**config.mk**
```make
export PLATFORM = sky130hd
export DESIGN_NAME = ysyx_25030093_ifu
export DESIGN_NICKNAME = d
export VERILOG_FILES = /design/src/rtl/ysyx_25030093_ifu_pkg.sv /design/src/rtl/ysyx_25030093_ifu.sv
export SDC_FILE = /design/constraint.sdc
export NUM_CORES = 1
export LEC_CHECK = 0
export CORE_ASPECT_RATIO = 0.8
export CORE_MARGIN = 8
export CORE_UTILIZATION = 40
export DETAILED_ROUTE_END_ITERATION = 10
export PLACE_DENSITY_LB_ADDON = 0.25
export SYNTH_ARGS = -nofsm -noshare
export SYNTH_HDL_FRONTEND = slang
export SYNTH_SLANG_ARGS = --single-unit
```
**constraint.sdc**
```tcl
create_clock -name clk -period 1.8 [get_ports clk]
set_input_delay 0.36 -clock clk [delete_from_list [all_inputs] [get_ports clk]]
set_output_delay 0.36 -clock clk [all_outputs]
set_load 0.02 [all_outputs]
```
**src/rtl/ysyx_25030093_ifu_pkg.sv**
```systemverilog
// Shared types and constants for the instruction fetch unit.
// Holds the FSM state encoding, the AXI OKAY response code and the fault instruction word.
// Imported by ysyx_25030093_ifu.
package ysyx_25030093_ifu_pkg;

    typedef enum logic [1:0] {
        S_IDLE = 2'd0,
        S_AR   = 2'd1,
        S_R    = 2'd2,
        S_OUT  = 2'd3
    } ifu_state_e;

    localparam logic [1:0]  RESP_OKAY      = 2'b00;
    localparam logic [31:0] IFU_FAULT_INST = 32'h0000_0000;

endpackage

```
**src/rtl/ysyx_25030093_ifu.sv**
```systemverilog
// Instruction fetch unit: takes one PC, issues a single-beat read, hands the word to decode.
// Latency: 3 cycles accept->inst_valid on a zero-wait bus (1 cycle for a misaligned PC).
// Backpressure: pc_ready only in IDLE; arready/rvalid/inst_ready stalls hold the current state.
// Ports: clk/rst (sync, active-low); pc/pc_valid/pc_ready from the PC stage; flush redirect;
//        araddr/arvalid/arready and rdata/rresp/rvalid/rready to the bus;
//        inst/inst_pc/inst_fault/inst_valid/inst_ready to decode.
module ysyx_25030093_ifu
    import ysyx_25030093_ifu_pkg::*;
#(
    parameter int XLEN = 32
) (
    input  logic            clk,
    input  logic            rst,
    input  logic [XLEN-1:0] pc,
    input  logic            pc_valid,
    output logic            pc_ready,
    input  logic            flush,
    output logic [XLEN-1:0] araddr,
    output logic            arvalid,
    input  logic            arready,
    input  logic [XLEN-1:0] rdata,
    input  logic [1:0]      rresp,
    input  logic            rvalid,
    output logic            rready,
    output logic [31:0]     inst,
    output logic [XLEN-1:0] inst_pc,
    output logic            inst_fault,
    output logic            inst_valid,
    input  logic            inst_ready
);

    ifu_state_e      state_q, state_d;
    logic            kill_q, kill_d;
    logic [XLEN-1:0] pc_q, pc_d;
    logic [XLEN-1:0] araddr_q, araddr_d;
    logic            arvalid_q, arvalid_d;
    logic            rready_q, rready_d;
    logic [31:0]     inst_q, inst_d;
    logic [XLEN-1:0] inst_pc_q, inst_pc_d;
    logic            inst_fault_q, inst_fault_d;
    logic            inst_valid_q, inst_valid_d;

    always_comb begin
        state_d      = state_q;
        kill_d       = kill_q;
        pc_d         = pc_q;
        araddr_d     = araddr_q;
        arvalid_d    = arvalid_q;
        rready_d     = rready_q;
        inst_d       = inst_q;
        inst_pc_d    = inst_pc_q;
        inst_fault_d = inst_fault_q;
        inst_valid_d = inst_valid_q;

        case (state_q)
            S_IDLE: begin
                // A PC presented together with flush is already the redirect target.
                if (pc_valid) begin
                    pc_d = pc;
                    if (pc[1:0] != 2'b00) begin
                        // Misaligned: report straight away, never touch the bus.
                        inst_d       = IFU_FAULT_INST;
                        inst_pc_d    = pc;
                        inst_fault_d = 1'b1;
                        inst_valid_d = 1'b1;
                        state_d      = S_OUT;
                    end else begin
                        araddr_d  = pc;
                        arvalid_d = 1'b1;
                        state_d   = S_AR;
                    end
                end
            end
            S_AR: begin
                // arvalid is never withdrawn; a flush only marks the fetch for discard.
                if (flush) kill_d = 1'b1;
                if (arready) begin
                    arvalid_d = 1'b0;
                    rready_d  = 1'b1;
                    state_d   = S_R;
                end
            end
            S_R: begin
                if (rvalid) begin
                    rready_d = 1'b0;
                    if (kill_q || flush) begin
                        kill_d  = 1'b0;
                        state_d = S_IDLE;
                    end else begin
                        inst_d       = (rresp == RESP_OKAY) ? rdata : IFU_FAULT_INST;
                        inst_fault_d = (rresp != RESP_OKAY);
                        inst_pc_d    = pc_q;
                        inst_valid_d = 1'b1;
                        state_d      = S_OUT;
                    end
                end else if (flush) begin
                    kill_d = 1'b1;
                end
            end
            S_OUT: begin
                // Flush and handshake both leave for IDLE; a coincident handshake still counts.
                if (inst_ready || flush) begin
                    inst_valid_d = 1'b0;
                    state_d      = S_IDLE;
                end
            end
            default: state_d = S_IDLE;
        endcase
    end

    always_ff @(posedge clk) begin
        if (!rst) begin
            state_q      <= S_IDLE;
            kill_q       <= 1'b0;
            pc_q         <= '0;
            araddr_q     <= '0;
            arvalid_q    <= 1'b0;
            rready_q     <= 1'b0;
            inst_q       <= '0;
            inst_pc_q    <= '0;
            inst_fault_q <= 1'b0;
            inst_valid_q <= 1'b0;
        end else begin
            state_q      <= state_d;
            kill_q       <= kill_d;
            pc_q         <= pc_d;
            araddr_q     <= araddr_d;
            arvalid_q    <= arvalid_d;
            rready_q     <= rready_d;
            inst_q       <= inst_d;
            inst_pc_q    <= inst_pc_d;
            inst_fault_q <= inst_fault_d;
            inst_valid_q <= inst_valid_d;
        end
    end

    // pc_ready is the only combinational output; it is held low during reset.
    assign pc_ready   = (state_q == S_IDLE) && rst;
    assign araddr     = araddr_q;
    assign arvalid    = arvalid_q;
    assign rready     = rready_q;
    assign inst       = inst_q;
    assign inst_pc    = inst_pc_q;
    assign inst_fault = inst_fault_q;
    assign inst_valid = inst_valid_q;

endmodule

```
==> flow_summary.json, run 1 <==
{
  "outcome": "finished clean",
  "cap_viol_max_count": 0,
  "drive_above_1_share_pct": 14.13,
  "dp_hpwl_mm": 11.75,
  "register_area_sq_um": 2705,
  "synth_top_area_cell": "dfxtp_1",
  "setup_viol": 0,
  "gp_congestion": 0.8577,
  "synth_area_leaders": "dfxtp_1 47%, nand2_1 17%, mux2i_1 12%, mux2_2 6.3%, a21oi_1 5.5%",
  "grt_pass1_vias": 5229,
  "startpoint_type": "flop",
  "hp-class": "reg2reg",
  "yosysUniqueCellTypes": 38,
  "grt_max_degree": 82,
  "dieArea_sq_um": 18340,
  "cts_made_buffers": 17,
  "routed_wl_mm": 17.12,
  "grt_pass1_wl_mm": 26.59,
  "ios": 174,
  "via_per_inst": 4.973,
  "syn_nets": 731,
  "fin_crit_ps": 1761,
  "max-clock-path-buffers": 2,
  "drt_iter0_drc": 316,
  "yosysWarnings": 0,
  "slowest_delay_ps": 670,
  "syn_to_final_growth_pct": 50.27,
  "nets": 915,
  "peakVddDrop_mv": 0.7740,
  "fillers": 1160,
  "end_kind": "primary output",
  "die_w_um": 149.4,
  "synth-edff-count": 0,
  "yosys_most_used_dff": "dfxtp_1",
  "drcViolationCount": 0,
  "path_cells": "clkdlybuf4s50_1",
  "antenna_found_initial": 0,
  "cp_num_buf_inv": 1,
  "crit_family": "buffers and inverters",
  "seq_area_frac_synth_pct": 47.44,
  "multi_input_area_sq_um": 2766,
  "postRouteAntennaNets": 0,
  "clk_latency_ps": 410,
  "path_class": "reg2out",
  "fin_area_sq_um": 8561,
  "wl_per_cell_um": 16.58,
  "cts_root_buf": "clkbuf_16",
  "htree_levels": 4,
  "syn_area_sq_um": 5697,
  "start_util_pct": 40.40,
  "final.period_utilization_pct": 97.85,
  "async_reset_ff_share_pct": 0,
  "numPortBuffers": 173,
  "core_sq_um": 14100,
  "holdWs_ps": 454.6,
  "crit_arrival_ps": 1400,
  "grt_overflow": 0,
  "clock-sinks": 135,
  "fin_worst_skew_ps": 7.928,
  "hold_viol_final": 0,
  "max_slew_margin_pct": 70.85,
  "critPathRequiredTime_ps": 1440,
  "final_cells": 1033,
  "syn_inst": 652,
  "worst-path-max-fanout": 2,
  "cts_tree": "done",
  "ys_seq_elements": 135,
  "dpl_cell_area_sq_um": 7746,
  "vias": 5137,
  "fp-row-count": 39,
  "slowest_stage": "clkdlybuf4s50_1",
  "p_leak_nw": 3.549,
  "cts.clk_slew.worst_paths_ps": 60,
  "yosysMostFrequentCell": "nand2_1",
  "grt_util_all_layers_pct": 18.20,
  "syn_area_per_cell_sq_um": 8.737,
  "maxSlewViolCount": 0,
  "p_per_area_nw_per_um2": 1499,
  "max_freq_mhz": 567.7,
  "fp.dieH_um": 122.7,
  "r2r_slack_ps": 50,
  "netlist.area_leader.share_pct": 47.44,
  "dr.pass1.iters": 5,
  "ys_top_cells_by_count": "259 x nand2_1, 135 x dfxtp_1, 67 x mux2i_1",
  "dp.cells": 995,
  "final_util_pct": 60.70,
  "num_antenna_cells": 0,
  "worstMarginPinSlew_ps": 431.7
}
per-stage QoR:
step                      setup slack (ps)  power [mW]  TNS [ps]
after global placement              -230.6       8.517    -12180
after CTS                            14.02       12.74         0
final                                38.63       12.83         0
after floorplan                      71.19       7.081         0
after detailed placement            -296.5       8.638    -15670
after global routing                -21.08       13.47    -41.94
cells by family (layout without fill, tap and decap cells):
| group | Yosys count | in the layout | synth area share (%) |
|---|---|---|---|
| AO/OA/AOI/OAI | 81 | 81 | 8.258 |
| multiplexers | 99 | 99 | 18.10 |
| buffers and inverters | 52 | 249 | 5.293 |
| flip-flops | 135 | 135 | 47.44 |
| adder cells (fa/ha/maj) | 6 | 6 | 1.318 |
| AND/OR/NAND/NOR | 279 | 279 | 19.59 |
registers in the layout (all words and copies together), names as in the netlist:
| signal | cells |
|---|---|
| araddr | 32 |
| arvalid | 1 |
| inst | 32 |
| inst_fault | 1 |
| inst_pc | 32 |
| inst_valid | 1 |
| kill_q | 1 |
| pc_q | 32 |
| rready | 1 |
| state_q | 2 |
tightest hold or removal path, delay by kind of cell (launching register included):
kind            cells  cell delay, ps
flops               1             300
simple gates        1              50
compound gates      1              50
timing repair:
action                                 in CTS  in global routing
endpoints found under the hold margin       0                  0
setup endpoints to repair                  11                 66
hold buffers                                0                  0
setup buffers                               3                  0
pin swaps                                   1                  1
resized for setup                          12                 19
gates cloned                                2                  1
power breakdown:
part	internal, mW	switching, mW	total, mW
combinational	2.83	2.64	5.47
sequential	3.49	0.279	3.77
clock	2.28	1.31	3.59
cell type report:
type	count	area share, %
inverter	6	0.2923
clock buffer	20	5.452
clock inverter	12	1.754
tap	184	2.689
multi-input combinational	465	32.32
timing repair buffer	211	25.90
sequential	135	31.60
path summary, 6_finish.rpt:
path                from  cells after the start           to
max          inst_pc[30]                      1  inst_pc[30]
max reg2reg   state_q[0]                      7  inst_pc[11]
min             pc_q[31]                      2     pc_q[31]
min reg2reg     pc_q[31]                      2     pc_q[31]
cells in the final DEF, fill, tap and decap left out, types with 4 or more instances in the layout:
master | netlist | layout
nand2_1 | 259 | 259
nor2b_1 | 4 | 4
clkbuf_16 | 0 | 18
buf_4 | 1 | 23
dlymetal6s2s_1 | 0 | 9
mux2_2 | 32 | 32
clkinv_2 | 0 | 4
buf_6 | 0 | 4
dfxtp_1 | 135 | 133
mux2i_1 | 67 | 66
a21oi_1 | 63 | 63
clkdlybuf4s50_1 | 0 | 162
buf_12 | 6 | 9
metal layers:
metal	track usage [%]	part of all wire, %
met1	21.05	43
met2	31.12	49
met3	6.301	6.6
met4	5.853	1.1
met5	0	0
Note: power is estimated with default switching activity, not from simulation.
==> run 2: changes to the inputs <==
--- a/config.mk
+++ b/config.mk
@@ -5,9 +5,11 @@
 export SDC_FILE = /design/constraint.sdc
 export NUM_CORES = 1
 export LEC_CHECK = 0
+export CELL_PAD_IN_SITES_DETAIL_PLACEMENT = 2
+export CELL_PAD_IN_SITES_GLOBAL_PLACEMENT = 2
 export CORE_ASPECT_RATIO = 0.8
 export CORE_MARGIN = 8
-export CORE_UTILIZATION = 40
+export CORE_UTILIZATION = 24
 export DETAILED_ROUTE_END_ITERATION = 10
 export PLACE_DENSITY_LB_ADDON = 0.25
 export SYNTH_ARGS = -nofsm -noshare
==> flow_summary.json, run 2 (same netlist as run 1, synthesis figures left out) <==
{
  "hold_viol_final": 0,
  "worst-path-max-fanout": 10,
  "hp-start": "rst",
  "fillers": 2538,
  "cts.clk_slew.worst_paths_ps": 60,
  "num_antenna_cells": 0,
  "maxSlewViolCount": 0,
  "die_w_um": 188.3,
  "clkPwrFrac_pct": 25.5,
  "mostFrequentLayoutCell": "nand2_1",
  "vias": 5354,
  "gp_congestion": 0.7552,
  "holdWs_ps": 449.5,
  "dpl_cell_area_sq_um": 7951,
  "rsz0062_at_grt": "yes",
  "outcome": "finished, violations left",
  "most-common-layout-cells": "259 x nand2_1, 133 x dfxtp_1, 133 x clkdlybuf4s50_1",
  "via_per_inst": 4.580,
  "cts_made_buffers": 17,
  "antenna_found_initial": 1,
  "cts_root_buf": "clkbuf_16",
  "r2r_slack_ps": -30,
  "register_area_sq_um": 2705,
  "slowest_delay_ps": 400,
  "rr_worst_depth": 7,
  "fp.dieH_um": 153.8,
  "postRouteAntennaNets": 0,
  "hp-class": "in2reg",
  "reg2reg_to": "inst[1]",
  "violations": "negative setup slack",
  "routed_wl_mm": 22.07,
  "htree_levels": 4,
  "fin_tns_setup_ps": -32.43,
  "crit_family": "buffers and inverters",
  "syn_to_final_growth_pct": 55.06,
  "grt_pass1_vias": 6157,
  "p_per_area_nw_per_um2": 1483,
  "startpoint_type": "flop",
  "dp_hpwl_mm": 15.39,
  "setup_viol": 1,
  "numPortBuffers": 173,
  "grt_max_degree": 56,
  "worstMarginPinSlew_ps": 410.0,
  "slowest_stage": "or3b_4",
  "nets": 925,
  "drive_above_1_share_pct": 15.05,
  "fin_worst_skew_ps": 7.842,
  "final.period_utilization_pct": 101.8,
  "crit_arrival_ps": 2170,
  "cp_num_buf_inv": 3,
  "ios": 174,
  "fin_crit_ps": 1832,
  "wl_per_cell_um": 18.88,
  "drcViolationCount": 0,
  "hold_end": "state_q[0]",
  "critPathRequiredTime_ps": 2140,
  "peakVddDrop_mv": 0.6878,
  "p_switching_mw": 4.583,
  "max-clock-path-buffers": 2,
  "end_kind": "flop",
  "holdPathStages": 4,
  "seqPwrFrac_pct": 28.8,
  "p_int_mw": 8.518,
  "start_util_pct": 24.41,
  "multi_input_area_sq_um": 2775,
  "pwr-share-comb_pct": 45.7,
  "dieArea_sq_um": 28950,
  "pre_cts_ws_ps": -207.0,
  "cts_tree": "done",
  "grt_overflow": 0,
  "p_leak_nw": 3.952,
  "fin_area_sq_um": 8833,
  "rr_startpoint": "state_q[0]",
  "drt_iter0_drc": 127,
  "max_slew_margin_pct": 72.67,
  "path_class": "reg2reg",
  "clk_latency_ps": 420,
  "fp-row-count": 50,
  "path_cells": "inv_4 > ha_4 > or3b_4 > o2111ai_4 > buf_4 > buf_12 > mux2i_1",
  "cts-hold-fix-buffers": 0,
  "grt_pass1_wl_mm": 34.22,
  "clock-sinks": 135,
  "grt_util_all_layers_pct": 14.93,
  "cap_viol_max_count": 0,
  "dr.pass1.iters": 4,
  "max_freq_mhz": 545.7,
  "core_sq_um": 23330,
  "swShare_pct": 34.98,
  "setup_slack_ps": -32.43
}
run 2: layer usage:
metal	up-vias	part of all wire, %	GRT usage (%)	wire length, um
met5	-	0.059	0	13
met4	2	2.0	5.393	447
met3	34	5.7	5.086	1251
met2	114	51	26.70	11160
met1	2674	42	16.14	9194
li1	2530	-	-	-
run 2: power groups by stage:
stage	Clock (mW)	Sequential (mW)	Combinational (mW)
floorplan	0	4.19	2.89
global placement	0	3.80	4.89
detailed placement	0	3.83	5.10
CTS	3.43	3.78	5.84
global route	3.56	3.83	6.40
finish	3.34	3.77	5.99
run 2: area by class of cell:
| cell class | count | share of cell area, % |
|---|---|---|
| Clock buffer | 23 | 5.411 |
| Clock inverter | 7 | 0.8215 |
| Inverter | 6 | 0.2833 |
| Multi-Input combinational cell | 465 | 31.42 |
| Sequential cell | 135 | 30.62 |
| Tap cell | 312 | 4.419 |
| Timing Repair Buffer | 221 | 27.03 |
run 2: per-stage QoR:
step	std cells	total power, mW	util, %
global route	1169	13.79	37.86
detailed placement	1125	8.926	34.08
floorplan	652	7.081	-
CTS	1165	13.05	37.25
global placement	1125	8.694	34.08
finish	1169	13.10	37.86
run 2: worst reg2reg max path, delay by kind of cell (launching register included):
kind            cells  cell delay (ps)
flops               1              340
compound gates      1              170
simple gates        1              400
buf+inv             3              460
mux                 1              240
fa+ha+maj           1              140
run 2: worst max-delay path by stage:
| stage | startpoint | endpoint | slack [ps] | cells after the start |
|---|---|---|---|---|
| 4_1_cts | inst_pc[6] | inst_pc[6] | 0.03 | 1 |
| 5_1_grt | state_q[0] | inst[1] | -80 | 7 |
| 6_report | state_q[0] | inst[1] | -30 | 7 |
| 2_1_floorplan | state_q[0] | inst[0] | 70 | 7 |
| 3_3_place_gp | pc[0] | inst_pc[8] | -140 | 5 |
| 3_5_place_dp | pc[1] | inst[19] | -210 | 5 |
run 2: timing repair:
action / in CTS / in global routing
setup buffers: 7 / 3
pin swaps: 2 / 2
gates cloned: 3 / 2
setup endpoints to repair: 78 / 84
gates resized for setup: 28 / 34
